===== src/rtl/led_pwm_ctrl.sv =====
// Multi-channel active-low LED driver: shared prescaler/PWM/blink counters, per-channel
// shadow/active config swapped at PWM period boundaries. Define LED_BREATHE_EN to turn mode 3 into BREATHE.
module led_pwm_ctrl #(
   parameter int unsigned CHANNELS   = 3,
   parameter int unsigned PWM_BITS   = 8,
   parameter int unsigned PRESCALE   = 1,
   parameter int unsigned BLINK_BITS = 4,
   localparam int unsigned CH_W      = (CHANNELS > 1) ? $clog2(CHANNELS) : 1,
   localparam int unsigned PRE_W     = (PRESCALE > 1) ? $clog2(PRESCALE) : 1
) (
   input  logic                clk,
   input  logic                rstn,
   input  logic                cfg_we,
   input  logic [CH_W-1:0]     cfg_ch,
   input  logic [1:0]          cfg_mode,
   input  logic [PWM_BITS-1:0] cfg_duty,
   output logic [CHANNELS-1:0] pending,
   output logic                period_start,
   output logic [CHANNELS-1:0] led_n
);

   localparam logic [1:0] ModeOff   = 2'd0;
   localparam logic [1:0] ModeOn    = 2'd1;
   localparam logic [1:0] ModePwm   = 2'd2;
   localparam logic [1:0] ModeBlink = 2'd3;

   logic [PRE_W-1:0]      pre_cnt_q, pre_cnt_d;
   logic [PWM_BITS-1:0]   pwm_cnt_q, pwm_cnt_d;
   logic [BLINK_BITS-1:0] blink_cnt_q, blink_cnt_d;
   logic                  tick, boundary, blink_on;

   logic [1:0]            shadow_mode_q [CHANNELS];
   logic [1:0]            shadow_mode_d [CHANNELS];
   logic [PWM_BITS-1:0]   shadow_duty_q [CHANNELS];
   logic [PWM_BITS-1:0]   shadow_duty_d [CHANNELS];
   logic [1:0]            active_mode_q [CHANNELS];
   logic [1:0]            active_mode_d [CHANNELS];
   logic [PWM_BITS-1:0]   active_duty_q [CHANNELS];
   logic [PWM_BITS-1:0]   active_duty_d [CHANNELS];
   logic [CHANNELS-1:0]   pending_d;
   logic [CHANNELS-1:0]   on_d;

   assign tick        = (pre_cnt_q == PRE_W'(PRESCALE - 1));
   assign pre_cnt_d   = tick ? '0 : pre_cnt_q + 1'b1;
   assign pwm_cnt_d   = tick ? pwm_cnt_q + 1'b1 : pwm_cnt_q;
   assign boundary    = tick && (pwm_cnt_q == '1);
   assign blink_cnt_d = boundary ? blink_cnt_q + 1'b1 : blink_cnt_q;
   // LEDs are evaluated against next-cycle counters so period start uses the new settings
   assign blink_on    = ~blink_cnt_d[BLINK_BITS-1];

`ifdef LED_BREATHE_EN
   localparam logic [PWM_BITS-1:0] DutyMax     = '1;
   localparam logic [PWM_BITS-1:0] DutyNearMax = DutyMax - 1'b1;
   localparam logic [PWM_BITS-1:0] DutyOne     = PWM_BITS'(1);

   logic [PWM_BITS-1:0] breathe_duty_q, breathe_duty_d;
   logic                dir_up_q, dir_up_d;

   always_comb begin
      breathe_duty_d = breathe_duty_q;
      dir_up_d       = dir_up_q;
      if (boundary) begin
         if (dir_up_q) begin
            breathe_duty_d = breathe_duty_q + 1'b1;
            if (breathe_duty_q == DutyNearMax) dir_up_d = 1'b0;
         end else begin
            breathe_duty_d = breathe_duty_q - 1'b1;
            if (breathe_duty_q == DutyOne) dir_up_d = 1'b1;
         end
      end
   end

   always_ff @(posedge clk or negedge rstn) begin
      if (!rstn) begin
         breathe_duty_q <= '0;
         dir_up_q       <= 1'b1;
      end else begin
         breathe_duty_q <= breathe_duty_d;
         dir_up_q       <= dir_up_d;
      end
   end
`endif

   always_comb begin
      pending_d = pending;
      on_d      = '0;
      for (int i = 0; i < CHANNELS; i++) begin
         shadow_mode_d[i] = shadow_mode_q[i];
         shadow_duty_d[i] = shadow_duty_q[i];
         active_mode_d[i] = active_mode_q[i];
         active_duty_d[i] = active_duty_q[i];
         if (boundary) begin
            if (pending[i]) begin
               active_mode_d[i] = shadow_mode_q[i];
               active_duty_d[i] = shadow_duty_q[i];
            end
            pending_d[i] = 1'b0;
         end
         // Out-of-range cfg_ch matches no channel, so such writes fall through untouched
         if (cfg_we && (cfg_ch == CH_W'(i))) begin
            shadow_mode_d[i] = cfg_mode;
            shadow_duty_d[i] = cfg_duty;
            if (boundary) begin
               active_mode_d[i] = cfg_mode;
               active_duty_d[i] = cfg_duty;
            end else begin
               pending_d[i] = 1'b1;
            end
         end
         unique case (active_mode_d[i])
            ModeOff:   on_d[i] = 1'b0;
            ModeOn:    on_d[i] = 1'b1;
            ModePwm:   on_d[i] = (pwm_cnt_d < active_duty_d[i]);
`ifdef LED_BREATHE_EN
            ModeBlink: on_d[i] = (pwm_cnt_d < breathe_duty_d);
`else
            ModeBlink: on_d[i] = (pwm_cnt_d < active_duty_d[i]) && blink_on;
`endif
            default:   on_d[i] = 1'b0;
         endcase
      end
   end

   always_ff @(posedge clk or negedge rstn) begin
      if (!rstn) begin
         pre_cnt_q    <= '0;
         pwm_cnt_q    <= '0;
         blink_cnt_q  <= '0;
         pending      <= '0;
         period_start <= 1'b0;
         led_n        <= '1;
         for (int i = 0; i < CHANNELS; i++) begin
            shadow_mode_q[i] <= ModeOff;
            shadow_duty_q[i] <= '0;
            active_mode_q[i] <= ModeOff;
            active_duty_q[i] <= '0;
         end
      end else begin
         pre_cnt_q    <= pre_cnt_d;
         pwm_cnt_q    <= pwm_cnt_d;
         blink_cnt_q  <= blink_cnt_d;
         pending      <= pending_d;
         period_start <= boundary;
         led_n        <= ~on_d;
         for (int i = 0; i < CHANNELS; i++) begin
            shadow_mode_q[i] <= shadow_mode_d[i];
            shadow_duty_q[i] <= shadow_duty_d[i];
            active_mode_q[i] <= active_mode_d[i];
            active_duty_q[i] <= active_duty_d[i];
         end
      end
   end

endmodule

===== config.mk =====
export PLATFORM = sky130hd
export DESIGN_NAME = led_pwm_ctrl
export DESIGN_NICKNAME = d
export VERILOG_FILES = /design/src/rtl/led_pwm_ctrl.sv
export SDC_FILE = /design/constraint.sdc
export NUM_CORES = 1
export LEC_CHECK = 0
export ABC_AREA = 1
export CORE_UTILIZATION = 65
export CTS_CLUSTER_DIAMETER = 60
export DETAILED_ROUTE_END_ITERATION = 8
export PLACE_DENSITY_LB_ADDON = 0.2
export REMOVE_ABC_BUFFERS = 1
export SYNTH_ARGS = -nofsm -noshare
export SYNTH_HDL_FRONTEND = slang
export SYNTH_SLANG_ARGS = --single-unit

===== constraint.sdc =====
create_clock -name clk -period 4.98 [get_ports clk]
set_input_delay 1.245 -clock clk [delete_from_list [all_inputs] [get_ports clk]]
set_output_delay 1.245 -clock clk [all_outputs]
set_load 0.02 [all_outputs]

### After elaboration in Yosys (flattened, before gate mapping)

Cells that the tools add are included.

* add/sub/neg operators: 3
* order comparisons: 3
* eq/ne operators: 12
* mux-type cells: 39
* bitwise logic cells: 3
* reduce and logical (&&, ||, !) cells: 11

Operators with widths (count)
* 8-bit two-way mux: 13
* 8-bit less-than comparator: 3
* 2-bit two-way mux: 12
* 2-bit == test (second input constant): 7
* 1-bit case mux with 4 select lines: 3
* 1-bit two-way mux: 10
* 8-bit by 1-bit adder with 8-bit output (second input constant): 1
* 2-bit by 1-bit == test with 1-bit output (second input constant): 4
* 8-bit == test (second input constant): 1
* 2-bit zero test: 4
* 1-bit logical AND: 7
* 4-bit by 1-bit adder with 4-bit output (second input constant): 1
* 4-bit two-way mux: 1
* 3-bit NOT: 1
* 1-bit NOT: 2
* 1-bit adder (second input constant): 1

* flip-flop bits (word level): 80
* input bits: 15
* output and inout bits: 7
* word-level logic and storage cells: 90

### Longest topological paths before layout

* word-level depth: 9
* gate-level depth with buffers: 18
* depth with buffers taken out: 17

### Least setup slack after synthesis

No wires, ideal clock.

* path kind: input -> register
* from: input port cfg_ch[1]
* to: register led_n[0]
* library setup time: 79 ps
* data arrival time: 3104 ps
* required time: 4901 ps
* slack: 1797 ps
* cell stages on the path: 11
* buffers on the path: 2
* cells stage by stage: nor3_2 clkbuf_1 buf_1 a32oi_1 ha_1 a21oi_1 nor2_1 a211oi_1 nand2_1 nor2_1 a21oi_1

* cells in the longest elaborated chain, start to end: 7
* elaborated cells between the ends (all ways): 12
* classes of those cells: order compare: 1; eq/ne: 3; mux: 3; bitwise: 1; reduce/logical: 4

Ends and longest elaborated chain
* start, declared: RTL line 14 `input logic [CH_W-1:0] cfg_ch,`
* 2-bit zero test *: RTL line 100 `if (cfg_we && (cfg_ch == CH_W'(i))) begin`
* 1-bit logical AND *: RTL line 100
* 8-bit two-way mux: RTL line 100
* 8-bit less-than comparator: RTL line 113, 117
* 1-bit logical AND: RTL line 117 `ModeBlink: on_d[i] = (pwm_cnt_d < active_duty_d[i]) && blink_on;`
* 1-bit case mux with 4 select lines *: RTL line 110 `unique case (active_mode_d[i])`
* 3-bit NOT *: RTL line 144 `led_n <= ~on_d;`
* end signal, assigned: RTL line 144
* end, declared: RTL line 19 `output logic [CHANNELS-1:0] led_n`

Mark *: on every way between the ends. The rest lies on a longest branch, timed or not.
A chain may end at the register's enable or synchronous reset.

### Worst setup path in the final report

* from: input port cfg_ch[1]
* to: register led_n[1]

* cells in the longest elaborated chain, start to end: 7
* elaborated cells between the ends (all ways): 12
* classes of those cells: order compare: 1; eq/ne: 4; mux: 3; bitwise: 1; reduce/logical: 3

Ends and longest elaborated chain (RTL line)
* 2-bit by 1-bit == test with 1-bit output *: 100
* 1-bit logical AND *: 100
* 8-bit two-way mux: 100
* 8-bit less-than comparator: 113, 117
* 1-bit logical AND: 117
* 1-bit case mux with 4 select lines *: 110
* 3-bit NOT *: 144

Marked as above.

==> impl_metrics.tcl <==
set metrics [dict create \
    p_switching_w 0.000362 \
    layout_min_cycle_time_ns 3.62 \
    input_output_buffers 21 \
    setup_tns_ns 0 \
    result_of_the_run "completed" \
    layout.cells.most_common_list "nand2_1, inv_1, dfrtp_1, nor2_1, o21ai_0" \
    power_density_mw_per_mm2 287 \
    worstReg2RegStart "pwm_cnt_q[0]$_DFF_PN0_" \
    grt_antenna_before_repair 0 \
    drt.antenna.violating_nets 0 \
    peakVddDrop_uv 202 \
    rows 29 \
    power.combinational.fraction 0.114 \
    cts_hold_repair.buffers 0 \
    layout.cells.most_common "nand2_1" \
    syn2layout_area_growth_pct 10.5 \
    min-delay-path-class "flip-flop to flip-flop" \
    avgRoutedWirePerCell_um 15.7 \
    timing.final.ws_setup_ns 1.36 \
    grt_start_max_net_pins 80 \
    tritoncts_clock_tree "done" \
    routed_via_count_divided_by_cell_count 5.62 \
    path_cells "clkdlybuf4s50_1, inv_1, nand3_1, inv_1, or2_2, a22o_1, o21ai_0, ha_1, nand2_1, nor2_1, a211oi_1, nand2_1, nor2_1, a21oi_1" \
    timing.rr.end "led_n[0]$_DFF_PN1_" \
    worst-r2r-cell-count 15 \
    die_area_mm2 0.00699 \
    clock_skew_ns 0.00838 \
    grt_most_used_layer "met2" \
    globalRoute.totalOverflow 0 \
    timing_hold_violations_final 0 \
    synth.top_cells.by_area "dfrtp_1, nand2_1, inv_1, ha_1, nor2_1" \
    detail_route.iter0.violations 215 \
    cp-startpoint "cfg_ch[1]" \
    critPathMaxStageDelay_ns 0.53 \
    dp_worst_setup_slack_ns 1.04 \
    postSynthCellCount 527 \
    number_of_flops_mapped_to_enable_cells_by_yosys 0 \
    design.final.nets 586 \
    timing.critical_path.slowest_stage_cell "clkdlybuf4s50_1" \
    clock_sinks 79 \
    synth_top_area_cell "dfrtp_1" \
    global_route_wire_length_before_repair_um 16700 \
    power_w 0.00137 \
    ctsLongestPathBuffers 2 \
    setup.reg_to_reg.worst_slack_ns 1.45 \
    tightestPinTransition_ns 0.982 \
    synth_top_cell_area_share 0.439 \
    fmaxAchievable_mhz 276 \
    critical_path.endpoint_type "flip-flop" \
    die_w_um 83.6 \
    cts_inserted_buffers 9 \
    first_global_vias 3503 \
    cts_resized 0 \
    syn-cell-area_mm2 0.00433 \
    power.static_leakage_nw 2.64 \
    overall_routing_resource_usage 0.310 \
    totalWireLength_um 9900 \
    min_period_over_period 0.727 \
    diodes 0 \
    io_pins 22 \
    netlist-cell-type-count 37 \
    power.clock.fraction 0.356 \
    power.share.sequential 0.531 \
    ys_flop_type "dfrtp_1" \
    setup.worst_path.end "led_n[1]$_DFF_PN1_" \
    cts_post_setup_buffers_inserted 0 \
    core_area_mm2 0.00639 \
    place_hpwl_um 6580 \
    critPathKind "input port to flip-flop" \
    postSynth.asyncResetShare 1.00 \
    max_slew_margin 0.345 \
    cp-start-kind "input port" \
    rsz_0062_raised_after_global_routing "no" \
    worst_ep_required_ns 5.27 \
    postSynthAreaPerCell_um2 8.21 \
    critPathMaxFanout 18 \
    gr-usage-met1 0.393 \
    fp.dieH_um 83.6 \
    placedCellCount 614 \
    gp_congestion 0.914 \
    worst_ep_arrival_time_ns 3.91 \
    final_layout_size_suffix_gt1_frac 0.0922 \
    power.internal_w 0.00101 \
    sw_frac_of_total 0.264 \
    drc 0 \
    met2_use_gr 0.518 \
    clock_latency_ns 0.36 \
    use_met3 0.0534 \
    max_cap_violation_count 0 \
    setup_viol 0 \
    yosysWarnings 0 \
    clk_root_buffer_cell "clkbuf_8" \
    detailedRoute.firstPassIterationCount 6 \
    synth-seq-area-share 0.458 \
    start_util 0.678 \
    postSynthRegisterBits 79 \
    ctsHtreeMaxLevel 3 \
    vias 3540 \
    clkSlewWorstSetupHoldPaths_ns 0.08 \
    post_layout_nonfiller_instances 630 \
    maxSlewViolCount 0 \
]
[cell families (layout without fill, tap and decap cells)]
family                     after synthesis  after routing  share of synthesized area
buffers and inverters                  118            144                      0.110
AOI/OAI and AO/OA                       96             96                      0.139
DFF                                     79             79                      0.458
adders and majority gates               23             23                     0.0665
and+or+nand+nor                        202            202                      0.209
xor gates and xnor gates                 9              9                     0.0182
[worst min path at each step]
stage,cells after the start,slack (ns),startpoint,to
after CTS,1,0.48,blink_cnt_q[2]$_DFFE_PN0N_,blink_cnt_q[2]$_DFFE_PN0N_
final,1,0.48,blink_cnt_q[2]$_DFFE_PN0N_,blink_cnt_q[2]$_DFFE_PN0N_
after global routing,1,0.50,blink_cnt_q[2]$_DFFE_PN0N_,blink_cnt_q[2]$_DFFE_PN0N_
after global placement,2,0.46,shadow_duty_q[3]$_DFFE_PN0N_,shadow_duty_q[3]$_DFFE_PN0N_
after detailed placement,1,0.46,blink_cnt_q[2]$_DFFE_PN0N_,blink_cnt_q[2]$_DFFE_PN0N_
after floorplan,1,0.45,blink_cnt_q[2]$_DFFE_PN0N_,blink_cnt_q[2]$_DFFE_PN0N_
[power by group through the flow]
stage / combinational, W / clock [W] / sequential, W
3_3_place_gp: 0.000148 / 0 / 0.000738
2_1_floorplan: 0.0000877 / 0 / 0.000740
5_1_grt: 0.000178 / 0.000518 / 0.000734
4_1_cts: 0.000156 / 0.000491 / 0.000728
6_report: 0.000156 / 0.000488 / 0.000728
3_5_place_dp: 0.000155 / 0 / 0.000740
[synth_stat cells, types with 8 or more instances]
master    instances
nand2_1         102
inv_1            99
dfrtp_1          76
nor2_1           51
o21ai_0          37
a21oi_1          24
ha_1             23
a32oi_1          16
nand3_1          15
or2_2            15
clkbuf_1          9
o21a_1            8
[area by class of cell]
cell class	count	area, um^2
Clock inverter	5	57.6
Inverter	102	388
Multi-Input combinational cell	330	1870
Fill cell	471	1600
Sequential cell	79	1980
Tap cell	77	96.3
Clock buffer	11	141
Timing Repair Buffer	26	245
[stage by stage]
step	instance area [um^2]	hold slack [ns]	util
2_1_floorplan	4240	0.446	-
3_3_place_gp	4580	0.460	0.718
3_5_place_dp	4580	0.464	0.718
4_1_cts	4780	0.480	0.749
5_1_grt	4780	0.504	0.749
6_report	4780	0.479	0.749
[worst max-delay path: cells and delay by family]
family	cells	cell delay [ns]
simple gates	6	1.11
buf+inv	3	0.71
compound gates	4	0.55
fa+ha+maj	1	0.29
[flip-flops by register name, indices dropped and copies added, names as in the netlist, 3 cells and up]
name           count
active_duty_q     24
shadow_duty_q     24
pwm_cnt_q          8
active_mode_q      6
shadow_mode_q      6
blink_cnt_q        4
led_n              3
pending            3
[per-layer routing]
layer / vias up / part of all wire / wire length, um
li1: 1720 / - / -
met1: 1677 / 0.43 / 4240
met2: 111 / 0.48 / 4780
met3: 32 / 0.056 / 555
met4: 0 / 0.033 / 325
met5: - / 0 / 0
Power figures use the tool's default switching activity.
